**src/rtl/branch_flag_resolver.sv**
```systemverilog
// ============================================================================
// Module   : branch_flag_resolver
// Brief    : Latches compare-unit Z/S flags and resolves conditional branches
//            into taken/next-PC results over a valid/ready handshake.
//            Optional statistics counters are enabled by BRANCH_STATS_EN.
// Revision : 1.0 - initial release
// ============================================================================
`default_nettype none

module branch_flag_resolver #(
    parameter int WIDTH      = 20,
    parameter int STAT_WIDTH = 16
) (
    input  logic                  clk,
    input  logic                  rst,
    input  logic                  flag_we,
    input  logic                  zero_in,
    input  logic                  sign_in,
    input  logic                  br_valid,
    output logic                  br_ready,
    input  logic [2:0]            br_cond,
    input  logic [WIDTH-1:0]      br_pc,
    input  logic [WIDTH-1:0]      br_target,
    output logic                  res_valid,
    input  logic                  res_ready,
    output logic                  res_taken,
    output logic [WIDTH-1:0]      res_next_pc,
    output logic                  res_err,
    output logic                  flags_valid,
    output logic [STAT_WIDTH-1:0] taken_count,
    output logic [STAT_WIDTH-1:0] resolved_count
);

    typedef enum logic [0:0] {
        ST_EMPTY = 1'b0,
        ST_FULL  = 1'b1
    } state_t;

    localparam logic [2:0] C_COND_ALWAYS = 3'b000;
    localparam logic [2:0] C_COND_EQ     = 3'b001;
    localparam logic [2:0] C_COND_NE     = 3'b010;
    localparam logic [2:0] C_COND_S_SET  = 3'b011;
    localparam logic [2:0] C_COND_S_CLR  = 3'b100;
    localparam logic [2:0] C_COND_NEVER  = 3'b101;

    state_t             state_q, state_d;
    logic               z_q, z_d;
    logic               s_q, s_d;
    logic               fv_q, fv_d;
    logic               taken_q, taken_d;
    logic               err_q, err_d;
    logic [WIDTH-1:0]   next_pc_q, next_pc_d;

    logic               accept;
    logic               eff_z;
    logic               eff_s;
    logic               eff_fv;
    logic               cond_taken;
    logic               cond_err;

    assign br_ready = (state_q == ST_EMPTY) | res_ready;
    assign accept   = br_valid & br_ready;

    // A flag write in the accept cycle is forwarded so the branch sees it.
    always_comb begin
        eff_z      = flag_we ? zero_in : z_q;
        eff_s      = flag_we ? sign_in : s_q;
        eff_fv     = flag_we | fv_q;
        cond_taken = 1'b0;
        cond_err   = 1'b0;
        case (br_cond)
            C_COND_ALWAYS: cond_taken = 1'b1;
            C_COND_EQ:     if (eff_fv) cond_taken = eff_z;  else cond_err = 1'b1;
            C_COND_NE:     if (eff_fv) cond_taken = !eff_z; else cond_err = 1'b1;
            C_COND_S_SET:  if (eff_fv) cond_taken = eff_s;  else cond_err = 1'b1;
            C_COND_S_CLR:  if (eff_fv) cond_taken = !eff_s; else cond_err = 1'b1;
            C_COND_NEVER:  cond_taken = 1'b0;
            default:       cond_err   = 1'b1;
        endcase
    end

    always_comb begin
        state_d   = state_q;
        z_d       = z_q;
        s_d       = s_q;
        fv_d      = fv_q;
        taken_d   = taken_q;
        err_d     = err_q;
        next_pc_d = next_pc_q;

        case (state_q)
            ST_EMPTY: if (accept) state_d = ST_FULL;
            ST_FULL: begin
                if (accept)         state_d = ST_FULL;
                else if (res_ready) state_d = ST_EMPTY;
            end
            default: state_d = ST_EMPTY;
        endcase

        if (accept) begin
            taken_d   = cond_taken;
            err_d     = cond_err;
            next_pc_d = cond_taken ? br_target : (br_pc + WIDTH'(1));
        end

        if (flag_we) begin
            z_d  = zero_in;
            s_d  = sign_in;
            fv_d = 1'b1;
        end
    end

    always_ff @(posedge clk or posedge rst) begin
        if (rst) begin
            state_q   <= ST_EMPTY;
            z_q       <= 1'b0;
            s_q       <= 1'b0;
            fv_q      <= 1'b0;
            taken_q   <= 1'b0;
            err_q     <= 1'b0;
            next_pc_q <= '0;
        end else begin
            state_q   <= state_d;
            z_q       <= z_d;
            s_q       <= s_d;
            fv_q      <= fv_d;
            taken_q   <= taken_d;
            err_q     <= err_d;
            next_pc_q <= next_pc_d;
        end
    end

    assign res_valid   = (state_q == ST_FULL);
    assign res_taken   = taken_q;
    assign res_err     = err_q;
    assign res_next_pc = next_pc_q;
    assign flags_valid = fv_q;

`ifdef BRANCH_STATS_EN
    localparam logic [STAT_WIDTH-1:0] C_STAT_MAX = {STAT_WIDTH{1'b1}};

    logic [STAT_WIDTH-1:0] taken_cnt_q, taken_cnt_d;
    logic [STAT_WIDTH-1:0] resolved_cnt_q, resolved_cnt_d;

    // Counters saturate rather than wrap.
    always_comb begin
        taken_cnt_d    = taken_cnt_q;
        resolved_cnt_d = resolved_cnt_q;
        if (accept && (resolved_cnt_q != C_STAT_MAX))
            resolved_cnt_d = resolved_cnt_q + STAT_WIDTH'(1);
        if (accept && cond_taken && (taken_cnt_q != C_STAT_MAX))
            taken_cnt_d = taken_cnt_q + STAT_WIDTH'(1);
    end

    always_ff @(posedge clk or posedge rst) begin
        if (rst) begin
            taken_cnt_q    <= '0;
            resolved_cnt_q <= '0;
        end else begin
            taken_cnt_q    <= taken_cnt_d;
            resolved_cnt_q <= resolved_cnt_d;
        end
    end

    assign taken_count    = taken_cnt_q;
    assign resolved_count = resolved_cnt_q;
`else
    assign taken_count    = '0;
    assign resolved_count = '0;
`endif

endmodule

`default_nettype wire

```
**config.mk**
```make
export PLATFORM = sky130hd
export DESIGN_NAME = branch_flag_resolver
export DESIGN_NICKNAME = d
export VERILOG_FILES = /design/src/rtl/branch_flag_resolver.sv
export SDC_FILE = /design/constraint.sdc
export NUM_CORES = 1
export LEC_CHECK = 0
export ABC_CLOCK_PERIOD_IN_PS = 1820
export BUFFER_PORTS_ARGS = -buffer_cell sky130_fd_sc_hd__buf_2
export CAP_MARGIN = 20
export CORE_ASPECT_RATIO = 0.9
export CORE_MARGIN = 3
export CORE_UTILIZATION = 46
export CTS_BUF_LIST = sky130_fd_sc_hd__clkbuf_8
export DETAILED_ROUTE_END_ITERATION = 7
export PLACE_DENSITY = 0.85
export SKIP_CTS_REPAIR_TIMING = 1
export SYNTH_ARGS = -nofsm -noshare
export SYNTH_HDL_FRONTEND = slang
export SYNTH_SLANG_ARGS = --single-unit
```
**constraint.sdc**
```tcl
create_clock -name clk -period 1.82 [get_ports clk]
set_input_delay 0.364 -clock clk [delete_from_list [all_inputs] [get_ports clk]]
set_output_delay 0.364 -clock clk [all_outputs]
set_load 0.01 [all_outputs]
```
==> impl_metrics.tcl, run 1 <==
set metrics [dict create \
    outcome "finished, final reports clean" \
    yosys_warnings 0 \
    grt_pass1_vias 1564 \
    viasPerCell 5.032 \
    die_area_um2 4857 \
    place.gp.congestion 0.8569 \
    dp_hpwl_mm 3.620 \
    syn-cell-area_um2 1866 \
    synth-edff-count 0 \
    finalHoldViolCount 0 \
    ys_async_sr_fraction_pct 100.0 \
    holdCritPathClass "in -> async" \
    startpoint_type "flop" \
    fmax_ghz 0.5719 \
    path_cells "mux2_2 > or3_1 > o211ai_2 > buf_12 > mux2i_1 > o21ai_1" \
    crit_path_end_kind "flop" \
    fillers 366 \
    internal-power_mw 1.198 \
    setup_viol 0 \
    clkTransAtPathRegs_ns 0.10 \
    swShare_pct 31.18 \
    finish.instance_area_um2 2320 \
    r2r-start "z_q" \
    critPathArrivalTime_ns 1.92 \
    critPathMaxFanout 14 \
    max-cap-violations 0 \
    critPathTopFamily "multiplexers" \
    ys_ff_latch 26 \
    grt_overflow_total 0 \
    num_vias 1706 \
    antennaDiodeCount 0 \
    grt_usage_pct 18.23 \
    leakage_nw 1.156 \
    switchingPower_mw 0.5425 \
    layout_commonest_cell "buf_2" \
    placed_cell_area_um2 2245 \
    rows 21 \
    ys_seq_area_share_pct 34.88 \
    cp_num_buf_inv 1 \
    cts.sinks 26 \
    regArea_um2 650.6 \
    finalWirelength_mm 4.430 \
    power.density_nw_per_um2 750.1 \
    die_y_um 66.42 \
    power_frac_seq_pct 41.1 \
    max-slew-margin-rel_pct 65.04 \
    critPathMaxStageDelay_ns 0.38 \
    drive_above_1_share_pct 35.84 \
    vdd_drop_max_uv 447.6 \
    cts-buffers-inserted 3 \
    nets 345 \
    dieWidth_um 73.13 \
    synth_cells 210 \
    cts-root-buf "clkbuf_8" \
    multi_input_area_um2 1007 \
    period_minus_slack_ns 1.749 \
    crit_required_ns 1.99 \
    ios 107 \
    clkPwrFrac_pct 28.3 \
    drtIter0Drc 128 \
    drc 0 \
    yosys.cell_types.count 44 \
    startpoint "z_q" \
    fin_setup_tns_ns 0 \
    fin_util_pct 60.89 \
    area_growth_syn_to_layout_pct 24.35 \
    wl_per_cell_um 13.07 \
    drt_first_pass_iters 4 \
    drv_slew 0 \
    cts_tree "built" \
    finalCritPeriodShare_pct 96.08 \
    grt_pass1_wl_mm 6.851 \
    critPathSlowestCell "dfrtp_1" \
    clk_latency_ns 0.28 \
    avgSynthCellArea_um2 8.884 \
    clock_skew_ns 0.003804 \
    portBuffers 74 \
    final_cell_mix "74 x buf_2, 32 x conb_1, 26 x dfrtp_1" \
    rsz0062_at_grt "true" \
    start_util_pct 48.97 \
    p_comb_share_pct 30.6 \
    tightest_slew_ns 0.5244 \
    dominantRegCellSynth "dfrtp_1" \
    ant_nets 0 \
    h-tree-depth 1 \
    grt_max_degree 27 \
    core_um2 3810 \
    antenna_found_initial 0 \
    worstSetupPathType "reg -> reg" \
    clockBufferDepth 2 \
]
-- layer usage --
layer	wire, µm	up-vias	track usage [%]
li1	-	841	-
met1	1882	788	22.45
met2	2152	71	30.92
met3	356	6	5.015
met4	38	0	5.069
met5	0	-	0
-- power groups by stage --
stage	clock (mW)	combinational, mW	sequential [mW]
2_1_floorplan	0	0.298	0.771
3_3_place_gp	0	0.518	0.727
3_5_place_dp	0	0.533	0.727
4_1_cts	0.503	0.534	0.717
5_1_grt	0.531	0.590	0.729
6_report	0.492	0.532	0.716
-- worst register-to-register path: cells and delay by family (launching register included) --
kind	cells	cell delay (ns)
flip-flops	1	0.38
AO/OA/AOI/OAI	2	0.23
multiplexers	2	0.48
buffers and inverters	1	0.19
AND/OR/NAND/NOR	1	0.37
-- final timing paths --
kind	to	slack, ns	cells after the start
worst max-delay path	res_next_pc[11]	0.07	6
worst min-delay path	res_valid	0.13	3
worst max register to register	res_next_pc[11]	0.07	6
worst min register to register	res_err	0.48	2
max in group asynchronous	res_next_pc[5]	1.43	3
min in group clk	res_valid	0.30	2
-- logic make-up after synthesis --
| logic type | share of synthesized area [%] |
|---|---|
| flops | 34.88 |
| other cells | 0.2010 |
| simple gates | 21.53 |
| buf+inv | 17.37 |
| mux | 5.500 |
| xor+xnor | 7.982 |
| compound gates | 11.87 |
| fa+ha+maj | 0.6706 |
-- per-stage QoR --
| stage | hold slack [ns] | worst slack, ns | cells | power [mW] |
|---|---|---|---|---|
| global route | 0.1432 | -0.01340 | 339 | 1.850 |
| CTS | 0.1369 | 0.07651 | 339 | 1.753 |
| detailed placement | 0.4448 | -0.09111 | 335 | 1.260 |
| finish | 0.1281 | 0.07143 | 339 | 1.740 |
| floorplan | 0.4040 | 0.09362 | 241 | 1.069 |
| global placement | 0.4393 | -0.04628 | 335 | 1.245 |
-- layout make-up --
class / instances / area share [%]
clock buffer: 3 / 1.780
tap: 46 / 2.481
clock inverter: 1 / 1.295
timing repair buffer: 90 / 21.84
sequential: 26 / 28.05
multi-input combinational: 166 / 43.42
inverter: 7 / 1.133
-- synth_stat cells (all sizes together), types with 6 or more instances --
cell type | count | area share (%)
buf | 38 | 15
dfrtp | 26 | 35
inv | 7 | 1.4
mux2i | 8 | 4.3
nand2 | 24 | 4.8
nand3 | 17 | 5.1
nand4 | 7 | 2.3
nor2 | 8 | 1.6
nor4 | 6 | 2.0
o21ai | 10 | 2.7
o311ai | 8 | 3.8
xnor2 | 8 | 3.8
xor2 | 9 | 4.2
-- registers in the layout (all words and copies together), names as in the netlist --
name / flops
res_next_pc: 20
flags_valid: 1
s_q: 1
res_taken: 1
res_valid: 1
res_err: 1
z_q: 1
Note: power is estimated with default switching activity, not from simulation.
==> inputs of run 2 (changes only) <==
Settings changed: CORE_ASPECT_RATIO 0.9 to 1.75.
==> impl_metrics.tcl, run 2 (same netlist as run 1, synthesis figures left out) <==
set metrics [dict create \
    outcome "finished, final reports clean" \
    drtIter0Drc 29 \
    fillers 368 \
    nets 343 \
    clock_skew_ns 0.007484 \
    finalPower_mw 1.730 \
    ant_nets 0 \
    critPathArrivalTime_ns 1.89 \
    startpoint_type "flop" \
    finish.instance_area_um2 2311 \
    tightest_slew_ns 0.5272 \
    period_minus_slack_ns 1.728 \
    core_um2 3904 \
    antenna_found_initial 0 \
    grt_usage_pct 19.18 \
    largest_reg_flops 20 \
    ios 107 \
    grt_max_degree 27 \
    finalCritPeriodShare_pct 94.94 \
    multi_input_area_um2 1011 \
    grt_overflow_total 0 \
    post-place-ws_ns -0.1163 \
    rows 30 \
    dp_hpwl_mm 3.680 \
    crit_path_end_kind "flop" \
    drv_slew 0 \
    final_cell_mix "74 x buf_2, 32 x conb_1, 26 x dfrtp_1" \
    regArea_um2 650.6 \
    die_y_um 90.25 \
    rsz0062_at_grt "true" \
    drive_above_1_share_pct 35.74 \
    place.gp.congestion 0.8624 \
    holdCritPathClass "in -> async" \
    grt_pass1_vias 1614 \
    viasPerCell 5.059 \
    start_util_pct 47.79 \
    cts-root-buf "clkbuf_8" \
    antennaDiodeCount 0 \
    dp_cells 335 \
    max-cap-violations 0 \
    portBuffers 74 \
    layout_commonest_cell "buf_2" \
    layoutNonFillerInstCount 339 \
    die_area_um2 4886 \
    clockBufferDepth 2 \
    vdd_drop_max_uv 421.5 \
    placed_cell_area_um2 2232 \
    drc 0 \
    area_growth_syn_to_layout_pct 23.88 \
    crit_required_ns 1.98 \
    h-tree-depth 1 \
    max-slew-margin-rel_pct 64.85 \
    critPathMaxFanout 22 \
    fin_util_pct 59.20 \
    wl_per_cell_um 13.19 \
    cts.sinks 26 \
    fmax_ghz 0.5788 \
    clk_latency_ns 0.27 \
    drt_first_pass_iters 4 \
    fin_ws_ns 0.09215 \
    finalWirelength_mm 4.473 \
    fin_setup_tns_ns 0 \
    clkTransAtPathRegs_ns 0.10 \
    hold_slack_ns 0.1280 \
    r2r-start "z_q" \
    power.density_nw_per_um2 748.8 \
    startpoint "z_q" \
    cts-buffers-inserted 3 \
    cts_tree "built" \
    num_vias 1715 \
    worstSetupPathType "reg -> reg" \
    leakage_nw 1.146 \
    setup_viol 0 \
    finalHoldViolCount 0 \
    dieWidth_um 54.14 \
    grt_pass1_wl_mm 7.113 \
]
[run 2: cell types whose count changed in the layout (fill, tap and decap cells not counted), sizes merged]
cell  before  now
buf       90   88
[run 2: area by class of cell]
cell class / instances / area share [%]
multi-input combinational: 166 / 43.75
tap: 48 / 2.599
clock inverter: 1 / 1.299
inverter: 7 / 1.137
clock buffer: 3 / 1.787
timing repair buffer: 88 / 21.28
sequential: 26 / 28.15
[run 2: path summary, 6_finish.rpt]
path,end,slack [ns],cells after the start
setup reg to reg,res_next_pc[10],0.09,6
setup / recovery,res_next_pc[10],0.09,6
hold reg to reg,res_next_pc[4],0.48,2
hold / removal,res_next_pc[15],0.13,3
max in group asynchronous,res_next_pc[10],1.44,3
min in group clk,res_valid,0.30,2
[run 2: where the power goes]
part	internal [mW]	switching (mW)	total, mW	leakage, nW
logic	0.230	0.300	0.531	0.798
registers	0.670	0.0475	0.718	0.312
clock network	0.294	0.188	0.482	0.0357
total	1.20	0.535	1.73	1.15
[run 2: routing by layer]
metal  up-vias  global-route usage (%)  wire length (µm)
met3        14                   1.990               353
met1       786                   21.49              1553
li1        833                       -                 -
met2        82                   33.10              2376
met4         0                   10.40               189
met5         -                       0                 0
[run 2: worst max-delay path, stage by stage, from the launching register on]
cell and delay (ns):
dfrtp_1 0.37, mux2_2 0.28, or3_1 0.36, o211ai_2 0.13, buf_12 0.20, mux2i_2 0.21, o21ai_1 0.07
